--- config.mk ---
export PLATFORM = sky130hd
export DESIGN_NAME = mem_issue_scheduler_flat
export DESIGN_NICKNAME = d
export VERILOG_FILES = /design/src/rtl/mem_sched_pkg.sv /design/src/rtl/mem_issue_scheduler_if.sv /design/src/rtl/mem_issue_scheduler_rr_pick8.sv /design/src/rtl/mem_issue_scheduler.sv /design/src/flat_wrapper.sv
export SDC_FILE = /design/constraint.sdc
export NUM_CORES = 1
export LEC_CHECK = 0
export ABC_AREA = 1
export ABC_CLOCK_PERIOD_IN_PS = 4400
export BUFFER_PORTS_ARGS = -buffer_cell sky130_fd_sc_hd__buf_4
export CORE_MARGIN = 4
export CORE_UTILIZATION = 25
export CTS_CLUSTER_DIAMETER = 50
export DETAILED_ROUTE_END_ITERATION = 7
export GPL_ROUTABILITY_DRIVEN = 0
export PLACE_DENSITY_LB_ADDON = 0.05
export SLEW_MARGIN = 20
export SYNTH_ARGS = -nofsm -noshare
export SYNTH_HDL_FRONTEND = slang
export SYNTH_SLANG_ARGS = --single-unit
export TNS_END_PERCENT = 5
--- constraint.sdc ---
create_clock -name clk -period 4.4 [get_ports clk]
set_input_delay 1.1 -clock clk [delete_from_list [all_inputs] [get_ports clk]]
set_output_delay 1.1 -clock clk [all_outputs]
set_load 0.02 [all_outputs]
--- src/rtl/mem_sched_pkg.sv ---
// Shared widths and per-warp state encoding for the MEM issue scheduler.
package mem_sched_pkg;
    localparam int NUM_WARPS = 8;
    localparam int WARP_ID_W = 3;
    localparam int OUTST_W   = 2;
    localparam int BACKOFF_W = 4;

    typedef enum logic {
        ST_READY   = 1'b0,
        ST_BACKOFF = 1'b1
    } warp_state_e;
endpackage

--- src/rtl/mem_issue_scheduler_if.sv ---
// Request/grant and MEM feedback bundle between the warp front end and the scheduler.
interface mem_issue_scheduler_if;
    import mem_sched_pkg::*;

    // Handshake: warp w issues in a cycle iff req_valid_i[w] && req_ready_o[w]; ready
    // is combinational from valid, at most one bit is set, and valid need not wait on ready.
    logic [NUM_WARPS-1:0] req_valid_i;
    logic                 hold_i;
    logic                 pos_fb_valid_i;
    logic [WARP_ID_W-1:0] pos_fb_warp_i;
    logic                 neg_fb_valid_i;
    logic [WARP_ID_W-1:0] neg_fb_warp_i;
    logic [NUM_WARPS-1:0] req_ready_o;
    logic                 issue_valid_o;
    logic [WARP_ID_W-1:0] issue_warp_o;
    logic [NUM_WARPS-1:0] backoff_mask_o;
    logic                 err_underflow_o;

    modport master (
        output req_valid_i, hold_i, pos_fb_valid_i, pos_fb_warp_i, neg_fb_valid_i, neg_fb_warp_i,
        input  req_ready_o, issue_valid_o, issue_warp_o, backoff_mask_o, err_underflow_o
    );

    modport slave (
        input  req_valid_i, hold_i, pos_fb_valid_i, pos_fb_warp_i, neg_fb_valid_i, neg_fb_warp_i,
        output req_ready_o, issue_valid_o, issue_warp_o, backoff_mask_o, err_underflow_o
    );
endinterface

--- src/rtl/mem_issue_scheduler_rr_pick8.sv ---
// Combinational round-robin pick: first set mask bit at or above the pointer, wrapping 7->0.
module rr_pick8
    import mem_sched_pkg::*;
(
    input  logic [NUM_WARPS-1:0] i_mask,
    input  logic [WARP_ID_W-1:0] i_ptr,
    output logic [NUM_WARPS-1:0] o_grant,
    output logic [WARP_ID_W-1:0] o_idx
);
    logic [WARP_ID_W-1:0] w_cand;
    logic                 w_found;

    always_comb begin
        o_grant = '0;
        o_idx   = '0;
        w_cand  = '0;
        w_found = 1'b0;
        for (int i = 0; i < NUM_WARPS; i++) begin
            // 3-bit add wraps naturally past warp 7
            w_cand = i_ptr + WARP_ID_W'(i);
            if (!w_found && i_mask[w_cand]) begin
                w_found         = 1'b1;
                o_idx           = w_cand;
                o_grant[w_cand] = 1'b1;
            end
        end
    end
endmodule

--- src/rtl/mem_issue_scheduler.sv ---
// Per-warp MEM issue scheduler: outstanding-limited round-robin grant with backoff on MSHR reject.
module mem_issue_scheduler
    import mem_sched_pkg::*;
#(
    parameter int MAX_OUTST   = 2,
    parameter int BACKOFF_CYC = 8
) (
    input  logic                   clk,
    input  logic                   rst,
    mem_issue_scheduler_if.slave   bus
);
    localparam int SUM_W = OUTST_W + 1;
    localparam logic [OUTST_W-1:0]   LP_MAX_OUTST = OUTST_W'(MAX_OUTST);
    localparam logic [BACKOFF_W-1:0] LP_BO_LOAD   = BACKOFF_W'(BACKOFF_CYC - 1);

    warp_state_e          r_state      [NUM_WARPS];
    warp_state_e          w_state_nxt  [NUM_WARPS];
    logic [BACKOFF_W-1:0] r_bo_cnt     [NUM_WARPS];
    logic [BACKOFF_W-1:0] w_bo_cnt_nxt [NUM_WARPS];
    logic [OUTST_W-1:0]   r_outst      [NUM_WARPS];
    logic [OUTST_W-1:0]   w_outst_nxt  [NUM_WARPS];
    logic [WARP_ID_W-1:0] r_ptr;
    logic [WARP_ID_W-1:0] w_ptr_nxt;
    logic                 r_err;
    logic                 w_err_nxt;
    logic                 r_first;

    logic [NUM_WARPS-1:0] w_pos_hit;
    logic [NUM_WARPS-1:0] w_neg_hit;
    logic [NUM_WARPS-1:0] w_elig;
    logic [NUM_WARPS-1:0] w_grant;
    logic [NUM_WARPS-1:0] w_uflow;
    logic [WARP_ID_W-1:0] w_idx;
    logic                 w_fire;
    logic [SUM_W-1:0]     w_sum;
    logic [SUM_W-1:0]     w_dec;

    // rst gates eligibility so no grant escapes while reset is held
    always_comb begin
        w_pos_hit = '0;
        w_neg_hit = '0;
        w_elig    = '0;
        for (int w = 0; w < NUM_WARPS; w++) begin
            w_pos_hit[w] = bus.pos_fb_valid_i && (bus.pos_fb_warp_i == WARP_ID_W'(w));
            w_neg_hit[w] = bus.neg_fb_valid_i && (bus.neg_fb_warp_i == WARP_ID_W'(w));
            w_elig[w]    = rst && !bus.hold_i && bus.req_valid_i[w]
                           && (r_state[w] == ST_READY) && !w_neg_hit[w]
                           && (r_outst[w] < LP_MAX_OUTST);
        end
    end

    rr_pick8 u_pick (
        .i_mask  (w_elig),
        .i_ptr   (r_ptr),
        .o_grant (w_grant),
        .o_idx   (w_idx)
    );

    assign w_fire = |w_grant;

    always_comb begin
        w_ptr_nxt = r_ptr;
        w_uflow   = '0;
        w_sum     = '0;
        w_dec     = '0;
        if (w_fire) begin
            w_ptr_nxt = w_idx + WARP_ID_W'(1);
        end
        for (int w = 0; w < NUM_WARPS; w++) begin
            w_outst_nxt[w]  = r_outst[w];
            w_state_nxt[w]  = r_state[w];
            w_bo_cnt_nxt[w] = r_bo_cnt[w];

            // Grant can only happen below MAX_OUTST, so the sum never overflows OUTST_W bits
            w_sum = {1'b0, r_outst[w]} + SUM_W'(w_grant[w]);
            w_dec = SUM_W'(w_pos_hit[w]) + SUM_W'(w_neg_hit[w]);
            if (w_sum < w_dec) begin
                w_outst_nxt[w] = '0;
                w_uflow[w]     = 1'b1;
            end else begin
                w_outst_nxt[w] = OUTST_W'(w_sum - w_dec);
            end

            case (r_state[w])
                ST_READY: begin
                    if (w_neg_hit[w]) begin
                        w_state_nxt[w]  = ST_BACKOFF;
                        w_bo_cnt_nxt[w] = LP_BO_LOAD;
                    end
                end
                ST_BACKOFF: begin
                    if (w_neg_hit[w]) begin
                        w_bo_cnt_nxt[w] = LP_BO_LOAD;
                    end else if (r_bo_cnt[w] == '0) begin
                        w_state_nxt[w] = ST_READY;
                    end else begin
                        w_bo_cnt_nxt[w] = r_bo_cnt[w] - BACKOFF_W'(1);
                    end
                end
                default: begin
                    w_state_nxt[w]  = ST_READY;
                    w_bo_cnt_nxt[w] = '0;
                end
            endcase
        end
        // Stale feedback landing right after reset release saturates silently
        w_err_nxt = r_err | ((|w_uflow) & ~r_first);
    end

    always_ff @(posedge clk or negedge rst) begin
        if (!rst) begin
            for (int w = 0; w < NUM_WARPS; w++) begin
                r_state[w]  <= ST_READY;
                r_bo_cnt[w] <= '0;
                r_outst[w]  <= '0;
            end
            r_ptr   <= '0;
            r_err   <= 1'b0;
            r_first <= 1'b1;
        end else begin
            for (int w = 0; w < NUM_WARPS; w++) begin
                r_state[w]  <= w_state_nxt[w];
                r_bo_cnt[w] <= w_bo_cnt_nxt[w];
                r_outst[w]  <= w_outst_nxt[w];
            end
            r_ptr   <= w_ptr_nxt;
            r_err   <= w_err_nxt;
            r_first <= 1'b0;
        end
    end

    always_comb begin
        bus.backoff_mask_o = '0;
        for (int w = 0; w < NUM_WARPS; w++) begin
            bus.backoff_mask_o[w] = (r_state[w] == ST_BACKOFF);
        end
    end

    assign bus.req_ready_o     = w_grant;
    assign bus.issue_valid_o   = w_fire;
    assign bus.issue_warp_o    = w_fire ? w_idx : '0;
    assign bus.err_underflow_o = r_err;
endmodule
--- src/flat_wrapper.sv ---
// flat-port wrapper written by rule: the top's interface ports become plain ports
module mem_issue_scheduler_flat import mem_sched_pkg::*;
#(
    parameter int MAX_OUTST   = 2,
    parameter int BACKOFF_CYC = 8
)
  (clk, rst, bus_req_valid_i, bus_hold_i, bus_pos_fb_valid_i, bus_pos_fb_warp_i, bus_neg_fb_valid_i, bus_neg_fb_warp_i, bus_req_ready_o, bus_issue_valid_o, bus_issue_warp_o, bus_backoff_mask_o, bus_err_underflow_o);
  mem_issue_scheduler_if bus_i ();
  input  logic clk;
  input  logic rst;
  input wire logic [$bits(bus_i.req_valid_i)-1:0] bus_req_valid_i;
  input wire logic [$bits(bus_i.hold_i)-1:0] bus_hold_i;
  input wire logic [$bits(bus_i.pos_fb_valid_i)-1:0] bus_pos_fb_valid_i;
  input wire logic [$bits(bus_i.pos_fb_warp_i)-1:0] bus_pos_fb_warp_i;
  input wire logic [$bits(bus_i.neg_fb_valid_i)-1:0] bus_neg_fb_valid_i;
  input wire logic [$bits(bus_i.neg_fb_warp_i)-1:0] bus_neg_fb_warp_i;
  output wire logic [$bits(bus_i.req_ready_o)-1:0] bus_req_ready_o;
  output wire logic [$bits(bus_i.issue_valid_o)-1:0] bus_issue_valid_o;
  output wire logic [$bits(bus_i.issue_warp_o)-1:0] bus_issue_warp_o;
  output wire logic [$bits(bus_i.backoff_mask_o)-1:0] bus_backoff_mask_o;
  output wire logic [$bits(bus_i.err_underflow_o)-1:0] bus_err_underflow_o;
  assign bus_i.req_valid_i = bus_req_valid_i;
  assign bus_i.hold_i = bus_hold_i;
  assign bus_i.pos_fb_valid_i = bus_pos_fb_valid_i;
  assign bus_i.pos_fb_warp_i = bus_pos_fb_warp_i;
  assign bus_i.neg_fb_valid_i = bus_neg_fb_valid_i;
  assign bus_i.neg_fb_warp_i = bus_neg_fb_warp_i;
  assign bus_req_ready_o = bus_i.req_ready_o;
  assign bus_issue_valid_o = bus_i.issue_valid_o;
  assign bus_issue_warp_o = bus_i.issue_warp_o;
  assign bus_backoff_mask_o = bus_i.backoff_mask_o;
  assign bus_err_underflow_o = bus_i.err_underflow_o;
  mem_issue_scheduler #(.MAX_OUTST(MAX_OUTST), .BACKOFF_CYC(BACKOFF_CYC)) u_core (.clk(clk), .rst(rst), .bus(bus_i));
endmodule
# Yosys cells after proc, flatten, opt, wreduce, memory -nomap -nowiden
# Index checks and enable logic that the tools add are counted.
# Widths: inputs -> output; s select.
word_totals:
  register_bits: 61
  out_inout_bits: 21
  wordCells: 383
classes:
  addsub: 40
  magnitude_cmp: 32
  eq_ne: 30
  n_mux: 136
  bitwise_logic: 18
  n_reduce_logical: 100
ops:
  columns: ["operator", "n"]
  rows:
  - ["$mux 4", 24]
  - ["$logic_and 1x1->1", 64]
  - ["$mux 8", 8]
  - ["$pmux 4 s2", 8]
  - ["$or 8x8->8", 7]
  - ["$mux 1", 55]
  - ["$logic_not 4->1", 8]
  - ["$lt 3x4->1 const B", 8]
  - ["$sub 4x1->4 const B", 8]
  - ["$mux 3", 9]
  - ["$add 2x1->3", 8]
  - ["$bmux 1 s3", 8]
  - ["$demux 1 s3", 8]
  - ["$eq 3x3->1 const B", 8]
  - ["$ge 3x1->1 const B", 8]
  - ["$lt 3x2->1", 8]
  - ["$ne 3x3->1 const B", 8]
  - ["$add 1x1->2", 8]
  - ["$logic_not 1->1", 16]
  - ["$lt 2x2->1 const B", 8]
  - ["$mux 2", 8]
  - ["$ne 2x1->1 const B", 8]
  - ["$pmux 1 s2", 8]
  - ["$reduce_and 2->1", 8]
  - ["11 further kinds", 37]

# Logic depth before layout (Yosys ltp)
# Gate-level depths: netlist of run 1.
depth:
  word_depth: 36
  mapped_depth: 27
  mapped_depth_nobuf: 26

# By module
# From an unflattened synthesis of run 1, not the netlist that was laid out.
hier_totals:
  cells_unflattened: 783
  area_unflattened_um2: 5420.2
by_module_without_submodules:
  columns: ["mod", "instances", "cells_per_inst", "area_each_um2", "seq_area_each_um2"]
  rows:
  - ["mem_issue_scheduler", 1, 482, 3865.0, 1527.7]
  - ["rr_pick8", 1, 301, 1555.2, 0.0]

# Least setup slack after synthesis of run 1
# No wires, ideal clock.
synth_timing:
  path_kind: "in2reg"
  start: "in bus_hold_i"
  end: "reg u_core.r_err (netlist: u_core.bus.err_underflow_o)"
  arrival_ps: 4397
  required_time_ps: 4273
  path_slack_ps: -125
  stages: 19
  n_path_buf: 1
  path_cell_list: "inv_1 nand2_2 nor2_1 nand3_1 nand3_1 nand2_1 o21ai_1 inv_1 nor2_2 buf_4 nand2_1 nand4_1 ha_1 inv_1 fa_1 o31a_1 a2111oi_0 nor2_1 or2_2"
synth_via:
  elab_chain_len: 36
  word_cells_on_any_way: 113
  cone_classes: "8 x add/sub; 8 x order compare; 39 x mux; 9 x bitwise; 49 x reduce/logical"
synth_rtl:
  columns: ["element", "line", "text"]
  rows:
  - ["from (decl)", "flat_wrapper.sv:12", "input wire logic [$bits(bus_i.hold_i)-1:0] bus_hold_i;"]
  - ["$logic_not 1->1 (*)", "mem_issue_scheduler.sv:46", "w_elig[w] = rst && !bus.hold_i && bus.req_valid_i[w]"]
  - ["$logic_and 1x1->1 (*)", "mem_issue_scheduler.sv:46", null]
  - ["$logic_and 1x1->1", "mem_issue_scheduler.sv:46", null]
  - ["$logic_and 1x1->1 (2 in a row)", "mem_issue_scheduler.sv:47", "&& (r_state[w] == ST_READY) && !w_neg_hit[w]"]
  - ["$logic_and 1x1->1", "mem_issue_scheduler.sv:48", "&& (r_outst[w] < LP_MAX_OUTST);"]
  - ["$bmux 1 s3", "mem_issue_scheduler_rr_pick8.sv:21", "if (!w_found && i_mask[w_cand]) begin"]
  - ["$mux 1 (not written as such)", "mem_issue_scheduler_rr_pick8.sv:21", null]
  - ["$mux 1", "mem_issue_scheduler_rr_pick8.sv:21", null]
  - ["[... 21 more ...]", null, null]
  - ["via bus_req_ready_o[4]", "flat_wrapper.sv:17", "output wire logic [$bits(bus_i.req_ready_o)-1:0] bus_req_ready_o;"]
  - ["$add 2x1->3 (*)", "mem_issue_scheduler.sv:75", "w_sum = {1'b0, r_outst[w]} + SUM_W'(w_grant[w]);"]
  - ["$lt 3x2->1 (*)", "mem_issue_scheduler.sv:77", "if (w_sum < w_dec) begin"]
  - ["$mux 1 (*)", "mem_issue_scheduler.sv:77", null]
  - ["$reduce_or 8->1 (*)", "mem_issue_scheduler.sv:107", "w_err_nxt = r_err | ((|w_uflow) & ~r_first);"]
  - ["$and 1x1->1 (*)", "mem_issue_scheduler.sv:107", null]
  - ["$or 1x1->1 (*)", "mem_issue_scheduler.sv:107", null]
  - ["via u_core.w_err_nxt", "mem_issue_scheduler.sv:25", "logic w_err_nxt;"]
  - ["to (signal assigned)", "mem_issue_scheduler.sv:127", "r_err <= w_err_nxt;"]
  - ["to (decl)", "mem_issue_scheduler.sv:24", "logic r_err;"]
# Mark *: on every way through the listed nets, which the timed path passes. The rest lies on a longest branch. The select of a mux whose other input is x is not followed.
# A chain may end at the register's enable or synchronous reset.

# Worst setup path in the final report of run 1
layout_timing:
  start: "in bus_hold_i"
  end: "out bus_issue_warp_o[0]"
layout_via:
  elab_chain_len: 32
  word_cells_on_any_way: 96
  cone_classes: "40 x mux; 7 x bitwise; 49 x reduce/logical"
layout_rtl:
  columns: ["element", "line", "text"]
  rows:
  - ["$logic_not 1->1 (*)", "mem_issue_scheduler.sv:46", null]
  - ["$logic_and 1x1->1 (*)", "mem_issue_scheduler.sv:46", null]
  - ["$logic_and 1x1->1", "mem_issue_scheduler.sv:46", null]
  - ["$logic_and 1x1->1 (2 in a row)", "mem_issue_scheduler.sv:47", null]
  - ["$logic_and 1x1->1", "mem_issue_scheduler.sv:48", null]
  - ["$bmux 1 s3", "mem_issue_scheduler_rr_pick8.sv:21", null]
  - ["$mux 1 (not written as such)", "mem_issue_scheduler_rr_pick8.sv:21", null]
  - ["$mux 1", "mem_issue_scheduler_rr_pick8.sv:21", null]
  - ["[... 15 more ...]", null, null]
  - ["$logic_not 1->1", "mem_issue_scheduler_rr_pick8.sv:21", null]
  - ["$logic_and 1x1->1", "mem_issue_scheduler_rr_pick8.sv:21", null]
  - ["$mux 1", "mem_issue_scheduler_rr_pick8.sv:21", null]
  - ["$logic_not 1->1", "mem_issue_scheduler_rr_pick8.sv:21", null]
  - ["$logic_and 1x1->1", "mem_issue_scheduler_rr_pick8.sv:21", null]
  - ["$mux 8", "mem_issue_scheduler_rr_pick8.sv:21", null]
  - ["$reduce_or 8->1", "mem_issue_scheduler.sv:59", "assign w_fire = |w_grant;"]
  - ["$mux 3 (*)", "mem_issue_scheduler.sv:141", "assign bus.issue_warp_o = w_fire ? w_idx : '0;"]
  - ["to (decl)", "flat_wrapper.sv:19", "output wire logic [$bits(bus_i.issue_warp_o)-1:0] bus_issue_warp_o;"]
# Mark *: on every way between the ends. The rest lies on a longest branch, timed or not. The select of a mux whose other input is x is not followed.

==> results of run 1 <==
cells by family (layout without fill, tap and decap cells):
| family | count (synthesis) | in the layout | share of synthesized area, % |
|---|---|---|---|
| and+or+nand+nor | 405 | 405 | 36.8 |
| buffers and inverters | 149 | 329 | 11.1 |
| AOI/OAI and AO/OA | 77 | 77 | 7.99 |
| adders and majority gates | 63 | 63 | 15.7 |
| DFF | 61 | 61 | 28.3 |
| other | 1 | 1 | 0.0694 |
layout by cell type (no fill, tap or decap), drive strengths merged, types with 2 or more instances in the layout:
cell and n:
buf 178, nand2 166, inv 130, nand3 103, nor2 85, dfrtp 60
ha 55, o21ai 31, a21oi 30, nand4 19, nor3 17, clkbuf 12
fa 8, clkinv 7, a31oi 6, nor3b 6, nand3b 5, or2 3
a21o 2, bufinv 2
timing repair:
item / 4_1_cts / 5_1_grt
pin swaps: 61 / 60
resized for setup: 100 / 50
endpoints found under the setup margin: 10 / 12
gates cloned: 0 / 0
endpoints found under the hold margin: 0 / 0
setup buffers: 20 / 17
layer usage:
metal  routed length (um)  track usage (%)
met2                 8650             25.9
met3                  546             2.67
met1                 8740             21.2
met4                  351             4.21
met5                    0                0
cell type report:
cell class                 count  area share (%)
tap                          275            4.33
timing repair buffer         178            18.4
sequential                    61            19.2
clock inverter                 3           0.865
clock buffer                  12            3.22
multi-input combinational    546            47.3
inverter                     136            6.70
sequential cells by signal (all words and copies together), names as in the netlist:
register	count
u_core.r_ptr	3
u_core.bus.backoff_mask_o	8
u_core.bus.err_underflow_o	1
u_core.r_outst	16
u_core.r_bo_cnt	32
u_core.r_first	1
worst max-delay path: cells and delay by family:
kind,cells,cell delay [ns]
and+or+nand+nor,16,1.59
buffers and inverters,7,0.73
through the flow:
step | hold slack [ns] | setup TNS [ns]
final | 0.476 | -0.604
after CTS | 0.482 | -0.501
after global routing | 0.503 | -2.07
after detailed placement | 0.468 | -3.26
after global placement | 0.467 | -2.91
after floorplan | 0.451 | -0.0181
worst paths after layout:
kind / from / end / slack, ns / cells past startpoint
max reg2reg: u_core.r_ptr[0]$_DFFE_PN0N_ / u_core.bus.err_underflow_o$_DFF_PN0_ / 0.05 / 25
min reg2reg: u_core.r_bo_cnt[22]$_DFFE_PN0P_ / u_core.r_bo_cnt[22]$_DFFE_PN0P_ / 0.48 / 2
max in group asynchronous: rst / u_core.r_outst[5]$_DFF_PN0_ / 2.70 / 3
max: bus_hold_i / bus_issue_warp_o[0] / -0.15 / 23
min in group asynchronous: rst / u_core.r_bo_cnt[13]$_DFFE_PN0P_ / 0.81 / 2
min: u_core.r_bo_cnt[22]$_DFFE_PN0P_ / u_core.r_bo_cnt[22]$_DFFE_PN0P_ / 0.48 / 2
==> metrics.md, run 1 <==
| Metric | Value |
|---|---|
| Flops & latches, synth | 61 |
| Wirelength per Cell | 15.1 um |
| Dpl cells | 1160 |
| Synth warnings | 0 |
| Max_slew headroom | 63.9% |
| Violated checks | setup timing |
| Count leader, synth | nand2_1 |
| ANT nets after route | 0 |
| Congestion Overflow GR | 0 |
| Initial Utilization | 25.5% |
| Die outline area | 0.0240 mm2 |
| Post-synth top area share | 27.8% |
| Clock root buffer | clkbuf_16 |
| Max Fclk | 220 MHz |
| CP required | 3.30 ns |
| Synth area leaders | dfrtp_1 (28%), ha_1 (13%), nand2_1 (10%) |
| Vias per inst | 4.48 |
| Cells after synthesis | 756 |
| Initial antenna violation count | 0 |
| Detailed placer's ending HPWL | 14500 um |
| Hold WC Path Type | reg2reg |
| Post-Route Skew | 0.0112 ns |
| Synth Area per Inst | 7.14 um2 |
| Core area | 0.0212 mm2 |
| Largest net degree at the start of global routing | 40 |
| Ant. Diodes | 0 |
| CTS sink cnt | 61 |
| Post-synth net total | 838 |
| 1st-iter DRT viols | 224 |
| Synth cell count leaders | nand2_1 (144), inv_1 (120), nand3_1 (97), nor2_1 (70), dfrtp_1 (60) |
| Status | finished with violations |
| Top_reg_cell synth | dfrtp_1 |
| Dominant cell type by area after synthesis | dfrtp_1 |
| Area growth from synthesis to layout | 47.3% |
| Layout cell share with drive strength beyond 1 | 36.9% |
| CP cell instances | buf_8 -> inv_8 -> nand2_8 -> nor2_4 -> buf_6 -> nand3_4 -> nand3_2 -> nand3_2 -> nand2_4 -> nor2_8 -> buf_6 -> nand4_4 -> buf_6 -> nor2_1 -> nor2_2 -> nand3_1 -> nor2_4 -> nand2_2 -> nor2_4 -> nand2_4 -> inv_6 -> nor2_4 -> buf_6 |
| Design area | 0.00795 mm2 |
| Least-Margin Pin Slew | 0.541 ns |
| # setup viols final | 5 |
| Netlist cell types | 45 |
| Number of global-route vias before repair | 5601 |
| Max-slew violations | 0 |
| Drt pass-1 iters | 4 |
| Asr flop ratio synth | 100% |
| Sequential cell area | 0.00153 mm2 |
| First-pass GRT wire length | 29500 um |
| Final core utilization | 37.6% |
| Fillers | 2229 |
| Die H | 155 um |
| Number of flops mapped to enable cells by yosys | 0 |
| Via count | 5429 |
| CP startpoint kind | primary input |
| Max incr delay on CP | 0.18 ns |
| Rows | 53 |
| Crit path DAT | 3.45 ns |
| Final hold vios | 0 |
| H-Tree Depth | 3 |
| DRC | 0 |
| I/O pin cnt | 40 |
| DIE WIDTH | 155 um |
| Post-Syn Area | 0.00540 mm2 |
| CTS buffer count | 9 |
| GRT Total Usage | 15.7% |
| Critical path class | in2out |
| CP Max Fanout | 8 |
| Crit path time final | 4.55 ns |
| CTS clock-pin slew for the worst setup and hold paths | 0.05 ns |
| Clk Latency, worst-skew pair | 0.34 ns |
| Layout Nets | 1014 |
| RSZ-0062 raised after global routing | yes |
| CTS tree | done |
| DP Area | 0.00681 mm2 |
| Multi-input logic area | 0.00376 mm2 |
| Slowest-stage cell, CP | nor2_4 |
| WL final | 18300 um |
| Clock Path Buffers | 2 |
| Non-filler instance count after layout | 1211 |
| Period utilization | 103% |
| Post-Place Setup Slack | -0.732 ns |
| Register area share after synthesis | 28.3% |
| CTS Hold Bufs | 0 |
| Maxcap violations | 0 |
| Crit end category | output port |
| PortBufs | 39 |
| Final worst slack | -0.146 ns |
Power of run 1 is not shown: default switching activity piles up to over one toggle a cycle in this logic, so the estimate is an artifact.
==> run 2: changes to the inputs <==
- ABC_AREA: 1 -> unset
==> run 2 against run 1 <==
Net effect: the run still ends with setup timing left; setup slack lost 1.4 ns; worst hold slack gained 0.0079 ns; cell count shrank 15%; area after synthesis shrank 6.5%; critical path type unchanged.
==> metrics.md, run 2 <==
| Metric | Value |
|---|---|
| # setup viols final | 32 (was 5) |
| Flop2flop setup slack | -0.85 ns (was 0.05 ns) |
| RSZ-0062 raised after global routing | yes (unchanged) |
| Hold_sp | u_core.bus.err_underflow_o$_DFF_PN0_ (was u_core.r_bo_cnt[22]$_DFFE_PN0P_) |
| Number of flops mapped to enable cells by yosys | 0 (unchanged) |
| CTS Hold Bufs | 0 (unchanged) |
| Top_reg_cell synth | dfrtp_1 (unchanged) |
| Register area share after synthesis | 30.2% (was 28.3%) |
| Post-Syn Area | 0.00505 mm2 (was 0.00540 mm2) |
| H-Tree Depth | 3 (unchanged) |
| Final hold vios | 0 (unchanged) |
| ANT nets after route | 0 (unchanged) |
| Cells after synthesis | 566 (was 756) |
| Congestion Overflow GR | 0 (unchanged) |
| Initial antenna violation count | 0 (unchanged) |
| Rows | 51 (was 53) |
| Max_slew headroom | 40.0% (was 63.9%) |
| Flops & latches, synth | 61 (unchanged) |
| Die H | 150 um (was 155 um) |
| CP required | 3.30 ns (about the same) |
| Crit path DAT | 4.84 ns (was 3.45 ns) |
| Crit end category | output port (unchanged) |
| Netlist cell types | 74 (was 45) |
| CTS clock-pin slew for the worst setup and hold paths | 0.07 ns (was 0.05 ns) |
| CTS sink cnt | 61 (unchanged) |
| Number of global-route vias before repair | 5081 (was 5601) |
| Violated checks | setup timing (unchanged) |
| Post-Route Skew | 0.00980 ns (was 0.0112 ns) |
| CP Max Fanout | 5 (was 8) |
| Met2 routed WL | 8390 um (was 8650 um) |
| Status | finished with violations (unchanged) |
| Worst vdd rail ir drop | 0.347 mV |
| Maxcap violations | 0 (unchanged) |
| CTS buffer count | 9 (unchanged) |
| Worst R2R End | u_core.bus.err_underflow_o$_DFF_PN0_ (unchanged) |
| DIE WIDTH | 150 um (was 155 um) |
| I/O pin cnt | 40 (unchanged) |
| Clock root buffer | clkbuf_16 (unchanged) |
| Hold WC Path Type | reg2reg (unchanged) |
| Register name with the most flops | u_core.r_bo_cnt (unchanged) |
| Post-synth net total | 648 (was 838) |
| GRT Total Usage | 16.2% (was 15.7%) |
| Synth area leaders | dfrtp_1 (30%), ha_1 (14%), xnor2_1 (5.7%) (was dfrtp_1 (28%), ha_1 (13%), nand2_1 (10%)) |
| Die outline area | 0.0225 mm2 (was 0.0240 mm2) |
| Clk Latency, worst-skew pair | 0.35 ns (was 0.34 ns) |
| Asr flop ratio synth | 100% (unchanged) |
| Power Dens Cells | 935 mW/mm2 |
| FF-to-FF path depth | 17 (was 25) |
| Detailed placer's ending HPWL | 13900 um (was 14500 um) |
| Non-filler instance count after layout | 1031 (was 1211) |
| Fillers | 2069 (was 2229) |
| Max-slew violations | 0 (unchanged) |
| Clock Path Buffers | 2 (unchanged) |
| Vias per inst | 4.70 (was 4.48) |
| CTS tree | done (unchanged) |
| Highest routed layer | met4 (unchanged) |
| Routed length on met1 | 7990 um (was 8740 um) |
| Initial Utilization | 25.7% (was 25.5%) |
| Synth warnings | 0 (unchanged) |
| Commonest non-fill, non-tap cell in the layout | buf_4 (unchanged) |
| Critical path class | in2out (unchanged) |
| Leak | 3.55 nW |
| Wirelength per Cell | 16.8 um (was 15.1 um) |
| WL final | 17300 um (was 18300 um) |
| CP startpoint kind | primary input (unchanged) |
| Via count | 4846 (was 5429) |
| Detail Route met3 WL | 663 um (was 546 um) |
| Critical path startpoint | bus_hold_i (unchanged) |
| 1st-iter DRT viols | 242 (was 224) |
| Synth Area per Inst | 8.92 um2 (was 7.14 um2) |
| Max reg flops | 32 (unchanged) |
| Setup TNS | -20.67 ns (was -0.604 ns) |
| Drt pass-1 iters | 5 (was 4) |
| Crit Reg-Reg Startpoint | u_core.r_ptr[0]$_DFFE_PN0N_ (unchanged) |
| Least-Margin Pin Slew | 0.899 ns (was 0.541 ns) |
| Layout cell share with drive strength beyond 1 | 37.2% (was 36.9%) |
| WHS Endpoint | u_core.bus.err_underflow_o$_DFF_PN0_ (was u_core.r_bo_cnt[22]$_DFFE_PN0P_) |
| Count leader, synth | nand2_1 (unchanged) |
| Post-synth top area share | 29.7% (was 27.8%) |
| Layout Nets | 843 (was 1014) |
| Crit path time final | 5.94 ns (was 4.55 ns) |
| Largest net degree at the start of global routing | 62 (was 40) |
| Synth cell count leaders | nand2_1 (74), dfrtp_1 (60), ha_1 (55), inv_1 (55), nor2_1 (53) (was nand2_1 (144), inv_1 (120), nand3_1 (97), nor2_1 (70), dfrtp_1 (60)) |
| Dominant cell type by area after synthesis | dfrtp_1 (unchanged) |
| Core area | 0.0197 mm2 (was 0.0212 mm2) |
| PortBufs | 39 (unchanged) |
| Most frequent cells in the layout | buf_4 (193), nand2_1 (74), dfrtp_1 (60) (was buf_4 (151), nand2_1 (122), inv_1 (113)) |
| Final worst slack | -1.54 ns (was -0.146 ns) |
| Post-Place Setup Slack | -2.05 ns (was -0.732 ns) |
| First-pass GRT wire length | 27800 um (was 29500 um) |
| Max Fclk | 168 MHz (was 220 MHz) |
| WHS | 0.484 ns (was 0.476 ns) |
| Hold Path Stages | 1 (was 2) |
| Ant. Diodes | 0 (unchanged) |
| Area growth from synthesis to layout | 47.3% (about the same) |
| Period utilization | 135% (was 103%) |
| DRC | 0 (unchanged) |
| Dpl cells | 1008 (was 1160) |
-- run 2: changes by cell type in the layout (fill, tap and decap cells not counted), sizes merged, moves of 11 or more --
cell / previous run / this run
o211ai: 1 / 12
inv: 130 / 59
nor2: 85 / 53
nand4: 19 / 5
buf: 178 / 203
o21ai: 31 / 9
nand2: 166 / 74
nor4: 0 / 11
nand3: 103 / 13
a21oi: 30 / 17
xnor2: 0 / 33
and3: 0 / 11
-- run 2: kinds of logic after synthesis --
family                     share of synthesized area [%]
AOI/OAI and AO/OA                                   14.4
xor gates and xnor gates                            6.07
adders and majority gates                           16.8
buffers and inverters                               5.87
DFF                                                 30.2
muxes                                               5.05
other                                             0.0742
and+or+nand+nor                                     21.5
-- run 2: worst max-delay path, stage by stage --
cell and delay [ns]:
buf_6 0.09, or3b_4 0.36, or4b_4 0.53, o21a_4 0.15, mux4_2 0.47, and4b_2 0.30, and3_4 0.18, a31o_1 0.22
a211o_4 0.27, or4_4 0.54, nor4b_4 0.29, buf_6 0.16, a21oi_2 0.04, buf_6 0.13
-- run 2: power breakdown --
| part | switching [W] | internal, W |
|---|---|---|
| logic | 0.00258 | 0.00260 |
| clock network | 0.000308 | 0.000447 |
| registers | 0.000178 | 0.000841 |
-- run 2: through the flow --
step | area (um2) | total power [W] | utilization [%]
2_1_floorplan | 5100 | 0.00367 | -
3_3_place_gp | 6830 | 0.00585 | 34.7
3_5_place_dp | 6830 | 0.00586 | 34.7
4_1_cts | 7230 | 0.00683 | 36.8
5_1_grt | 7440 | 0.00759 | 37.9
6_report | 7440 | 0.00695 | 37.9
-- run 2: repair_timing --
item	CTS	global route
pin swaps	5	17
endpoints found under the setup margin	32	32
setup buffers	4	3
gates resized for setup	18	37
-- run 2: routing by layer --
metal | vias to the layer above | track usage, %
li1 | 2405 | -
met1 | 2349 | 21.7
met2 | 73 | 26.4
met3 | 19 | 2.83
met4 | 0 | 5.35
met5 | - | 0
-- run 2: worst max path at each step --
stage,end,slack (ns)
floorplan,bus_issue_warp_o[2],-1.63
global placement,u_core.bus.err_underflow_o$_DFF_PN0_,-2.15
detailed placement,u_core.bus.err_underflow_o$_DFF_PN0_,-2.05
CTS,bus_issue_warp_o[1],-1.56
global route,bus_issue_warp_o[2],-1.63
finish,bus_issue_warp_o[1],-1.54
-- run 2: cell type report --
class | count | area [um2] | share of cell area [%]
inverter | 57 | 214 | 2.88
tap | 265 | 332 | 4.46
sequential | 61 | 1530 | 20.5
timing repair buffer | 203 | 1570 | 21.2
multi-input combinational | 429 | 3480 | 46.8
clock inverter | 7 | 82.6 | 1.11
clock buffer | 9 | 225 | 3.03
(Power assumes the default switching activity.)
==> run 3: changes to the inputs <==
- CTS_CLUSTER_SIZE: unset -> 16
- SYNTH_HIERARCHICAL: unset -> 1
==> run 3 against run 2 <==
Net effect: core utilization is 0.15 points lower; clock power is 1% lower; cell count is 8.5% lower; register-to-register slack better by 0.26 ns; the flow still finishes with violations (setup timing); critical endpoint is now bus_issue_warp_o[0]; critical path depth is 5 higher; flip-flop and latch count stayed put; maximum frequency is 6.8% higher.
==> metrics.md, run 3 <==
| Metric | Value |
|---|---|
| Detailed placer's ending HPWL | 11500 um (was 13900 um) |
| Clock root buffer | clkbuf_16 (unchanged) |
| Count leader, synth | dfrtp_1 (was nand2_1) |
| Number of flops mapped to enable cells by yosys | 0 (unchanged) |
| CTS tree | done (unchanged) |
| Clock Path Buffers | 2 (unchanged) |
| Dominant cell type by area after synthesis | dfrtp_1 (unchanged) |
| Leak | 3.48 nW (was 3.55 nW) |
| RSZ-0062 raised after global routing | yes (unchanged) |
| Clk Latency, worst-skew pair | 0.34 ns (was 0.35 ns) |
| Least-Margin Pin Slew | 0.885 ns (was 0.899 ns) |
| H-Tree Depth | 3 (unchanged) |
| WHS | 0.504 ns (was 0.484 ns) |
| Final worst slack | -1.16 ns (was -1.54 ns) |
| Post-synth top area share | 30.5% (was 29.7%) |
| Synth Area per Inst | 9.91 um2 (was 8.92 um2) |
| Status | finished with violations (unchanged) |
| Layout cell share with drive strength beyond 1 | 42.6% (was 37.2%) |
| Congestion Overflow GR | 0 (unchanged) |
| Most frequent cells in the layout | buf_4 (159), dfrtp_1 (60), inv_1 (56) (was buf_4 (193), nand2_1 (74), dfrtp_1 (60)) |
| Synth cell count leaders | dfrtp_1 (60), inv_1 (57), ha_1 (55), nand2_1 (52), nor2_1 (32) (was nand2_1 (74), dfrtp_1 (60), ha_1 (55), inv_1 (55), nor2_1 (53)) |
| Initial antenna violation count | 0 (unchanged) |
| CTS buffer count | 9 (unchanged) |
| Number of global-route vias before repair | 4492 (was 5081) |
| ANT nets after route | 0 (unchanged) |
| Synth warnings | 6 (was 0) |
| Core area | 0.0194 mm2 (was 0.0197 mm2) |
| Via count | 4185 (was 4846) |
| Register area share after synthesis | 31.0% (was 30.2%) |
| Flops & latches, synth | 61 (unchanged) |
| Maxcap violations | 0 (unchanged) |
| Largest net degree at the start of global routing | 62 (unchanged) |
| Max reg flops | 32 (unchanged) |
| DRC | 0 (unchanged) |
| PortBufs | 39 (unchanged) |
| Cells after synthesis | 497 (was 566) |
| Initial Utilization | 25.4% (was 25.7%) |
| CP Max Fanout | 6 (was 5) |
| 1st-iter DRT viols | 167 (was 242) |
| Layout Nets | 755 (was 843) |
| Rows | 51 (unchanged) |
| Netlist cell types | 60 (was 74) |
| GRT Total Usage | 14.1% (was 16.2%) |
| Post-Route Skew | 0.0119 ns (was 0.00980 ns) |
| CTS sink cnt | 61 (unchanged) |
| # setup viols final | 30 (was 32) |
| Max-slew violations | 0 (unchanged) |
| Ant. Diodes | 0 (unchanged) |
| Top_reg_cell synth | dfrtp_1 (unchanged) |
| Final core utilization | 37.7% (was 37.9%) |
| Die outline area | 0.0220 mm2 (was 0.0225 mm2) |
| Power Dens Cells | 632 mW/mm2 (was 935 mW/mm2) |
| Drt pass-1 iters | 7 (was 5) |
| Register name with the most flops | u_core/r_bo_cnt (was u_core.r_bo_cnt) |
| Multi-input logic area | 0.00353 mm2 (was 0.00348 mm2) |
| Synth area leaders | dfrtp_1 (30%), ha_1 (14%), inv_1 (4.3%) (was dfrtp_1 (30%), ha_1 (14%), xnor2_1 (5.7%)) |
| Critical path class | in2out (unchanged) |
| Vias per inst | 4.44 (was 4.70) |
| CP startpoint kind | primary input (unchanged) |
| CTS clock-pin slew for the worst setup and hold paths | 0.06 ns (was 0.07 ns) |
| Period utilization | 126% (was 135%) |
| Area growth from synthesis to layout | 48.5% (was 47.3%) |
| DIE WIDTH | 148 um (was 150 um) |
| Max Fclk | 180 MHz (was 168 MHz) |
| Violated checks | setup timing (unchanged) |
| Crit path DAT | 4.46 ns (was 4.84 ns) |
| Wirelength per Cell | 15.5 um (was 16.8 um) |
| Worst vdd rail ir drop | 0.207 mV (was 0.347 mV) |
| Die H | 148 um (was 150 um) |
| Flop2flop setup slack | -0.59 ns (was -0.85 ns) |
| Crit end category | output port (unchanged) |
| Fillers | 1955 (was 2069) |
| WL final | 14600 um (was 17300 um) |
| I/O pin cnt | 40 (unchanged) |
| Crit path time final | 5.56 ns (was 5.94 ns) |
| Post-Syn Area | 0.00492 mm2 (was 0.00505 mm2) |
| Hold WC Path Type | reg2reg (unchanged) |
| Post-synth net total | 579 (was 648) |
| CP required | 3.30 ns (about the same) |
| Commonest non-fill, non-tap cell in the layout | buf_4 (unchanged) |
| First-pass GRT wire length | 24100 um (was 27800 um) |
| Final hold vios | 0 (unchanged) |
| Sequential cell area | 0.00153 mm2 (unchanged) |
| Asr flop ratio synth | 100% (unchanged) |
| Max_slew headroom | 41.0% (was 40.0%) |
[run 3: area by class of cell]
type                    count  share of cell area [%]
multi-input cells         368                    48.2
flip-flops and latches     61                    20.9
repair buffers            176                    19.3
well taps                 265                    4.53
clock buffers              11                    3.32
inverters                  57                    2.93
clock inverters             5                   0.804
[run 3: logic make-up after synthesis]
| group | count (synthesis) | synth area share (%) |
|---|---|---|
| DFF | 61 | 31.0 |
| xor gates and xnor gates | 33 | 5.87 |
| muxes | 44 | 12.3 |
| other | 1 | 0.0761 |
| AOI/OAI and AO/OA | 56 | 9.25 |
| and+or+nand+nor | 171 | 17.9 |
| adders and majority gates | 63 | 17.2 |
| buffers and inverters | 68 | 6.40 |
[run 3: where the power goes]
| group | total (W) | switching (W) | internal, W |
|---|---|---|---|
| sequential | 0.000983 | 0.000167 | 0.000816 |
| clock | 0.000747 | 0.000291 | 0.000456 |
| combinational | 0.00289 | 0.00143 | 0.00146 |
[run 3: timing repair]
item,4_1_cts,5_1_grt
gates resized for setup,37,21
pin swaps,17,20
hold buffers,0,0
setup buffers,13,4
endpoints found under the setup margin,31,31
[run 3: final timing paths]
kind / from / end / cells past startpoint
worst min register to register: u_core/bus.err_underflow_o$_DFF_PN0_ / u_core/bus.err_underflow_o$_DFF_PN0_ / 1
min in group asynchronous: rst / u_core/r_bo_cnt[17]$_DFFE_PN0P_ / 2
max in group asynchronous: rst / u_core/r_bo_cnt[25]$_DFFE_PN0P_ / 2
worst min-delay path: u_core/bus.err_underflow_o$_DFF_PN0_ / u_core/bus.err_underflow_o$_DFF_PN0_ / 1
worst max-delay path: bus_neg_fb_warp_i[2] / bus_issue_warp_o[0] / 19
worst max register to register: u_core/r_ptr[0]$_DFFE_PN0N_ / u_core/bus.err_underflow_o$_DFF_PN0_ / 21
[run 3: critical path, stage by stage]
cell and delay (ns):
buf_6 0.09, and2b_4 0.30, nand3_4 0.10, and3_4 0.18, buf_6 0.12, mux4_2 0.50
mux2_4 0.32, nor3_4 0.27, nand2_4 0.12, nor3b_4 0.24, buf_12 0.15, buf_6 0.09
a221oi_4 0.05, buf_4 0.16, mux2i_4 0.17, nor4_4 0.07, nand2_2 0.14, and2_4 0.18
buf_6 0.11
[run 3: metrics by stage]
step | setup TNS, ns | cell area, um2 | power, W | cells | worst slack, ns
2_1_floorplan | -16.54 | 5170 | 0.00264 | 497 | -0.962
3_3_place_gp | -28.97 | 6630 | 0.00361 | 910 | -1.41
3_5_place_dp | -30.00 | 6630 | 0.00364 | 910 | -1.43
4_1_cts | -20.56 | 7180 | 0.00460 | 939 | -1.20
5_1_grt | -25.71 | 7310 | 0.00503 | 943 | -1.32
6_report | -20.33 | 7310 | 0.00462 | 943 | -1.16
[run 3: layer usage]
metal / vias to the layer above / wire [um] / global-route usage [%]
met5: - / 0 / 0
met4: 0 / 268 / 4.11
met3: 21 / 388 / 2.89
met2: 51 / 6880 / 22.8
met1: 2022 / 7050 / 19.2
li1: 2091 / - / -
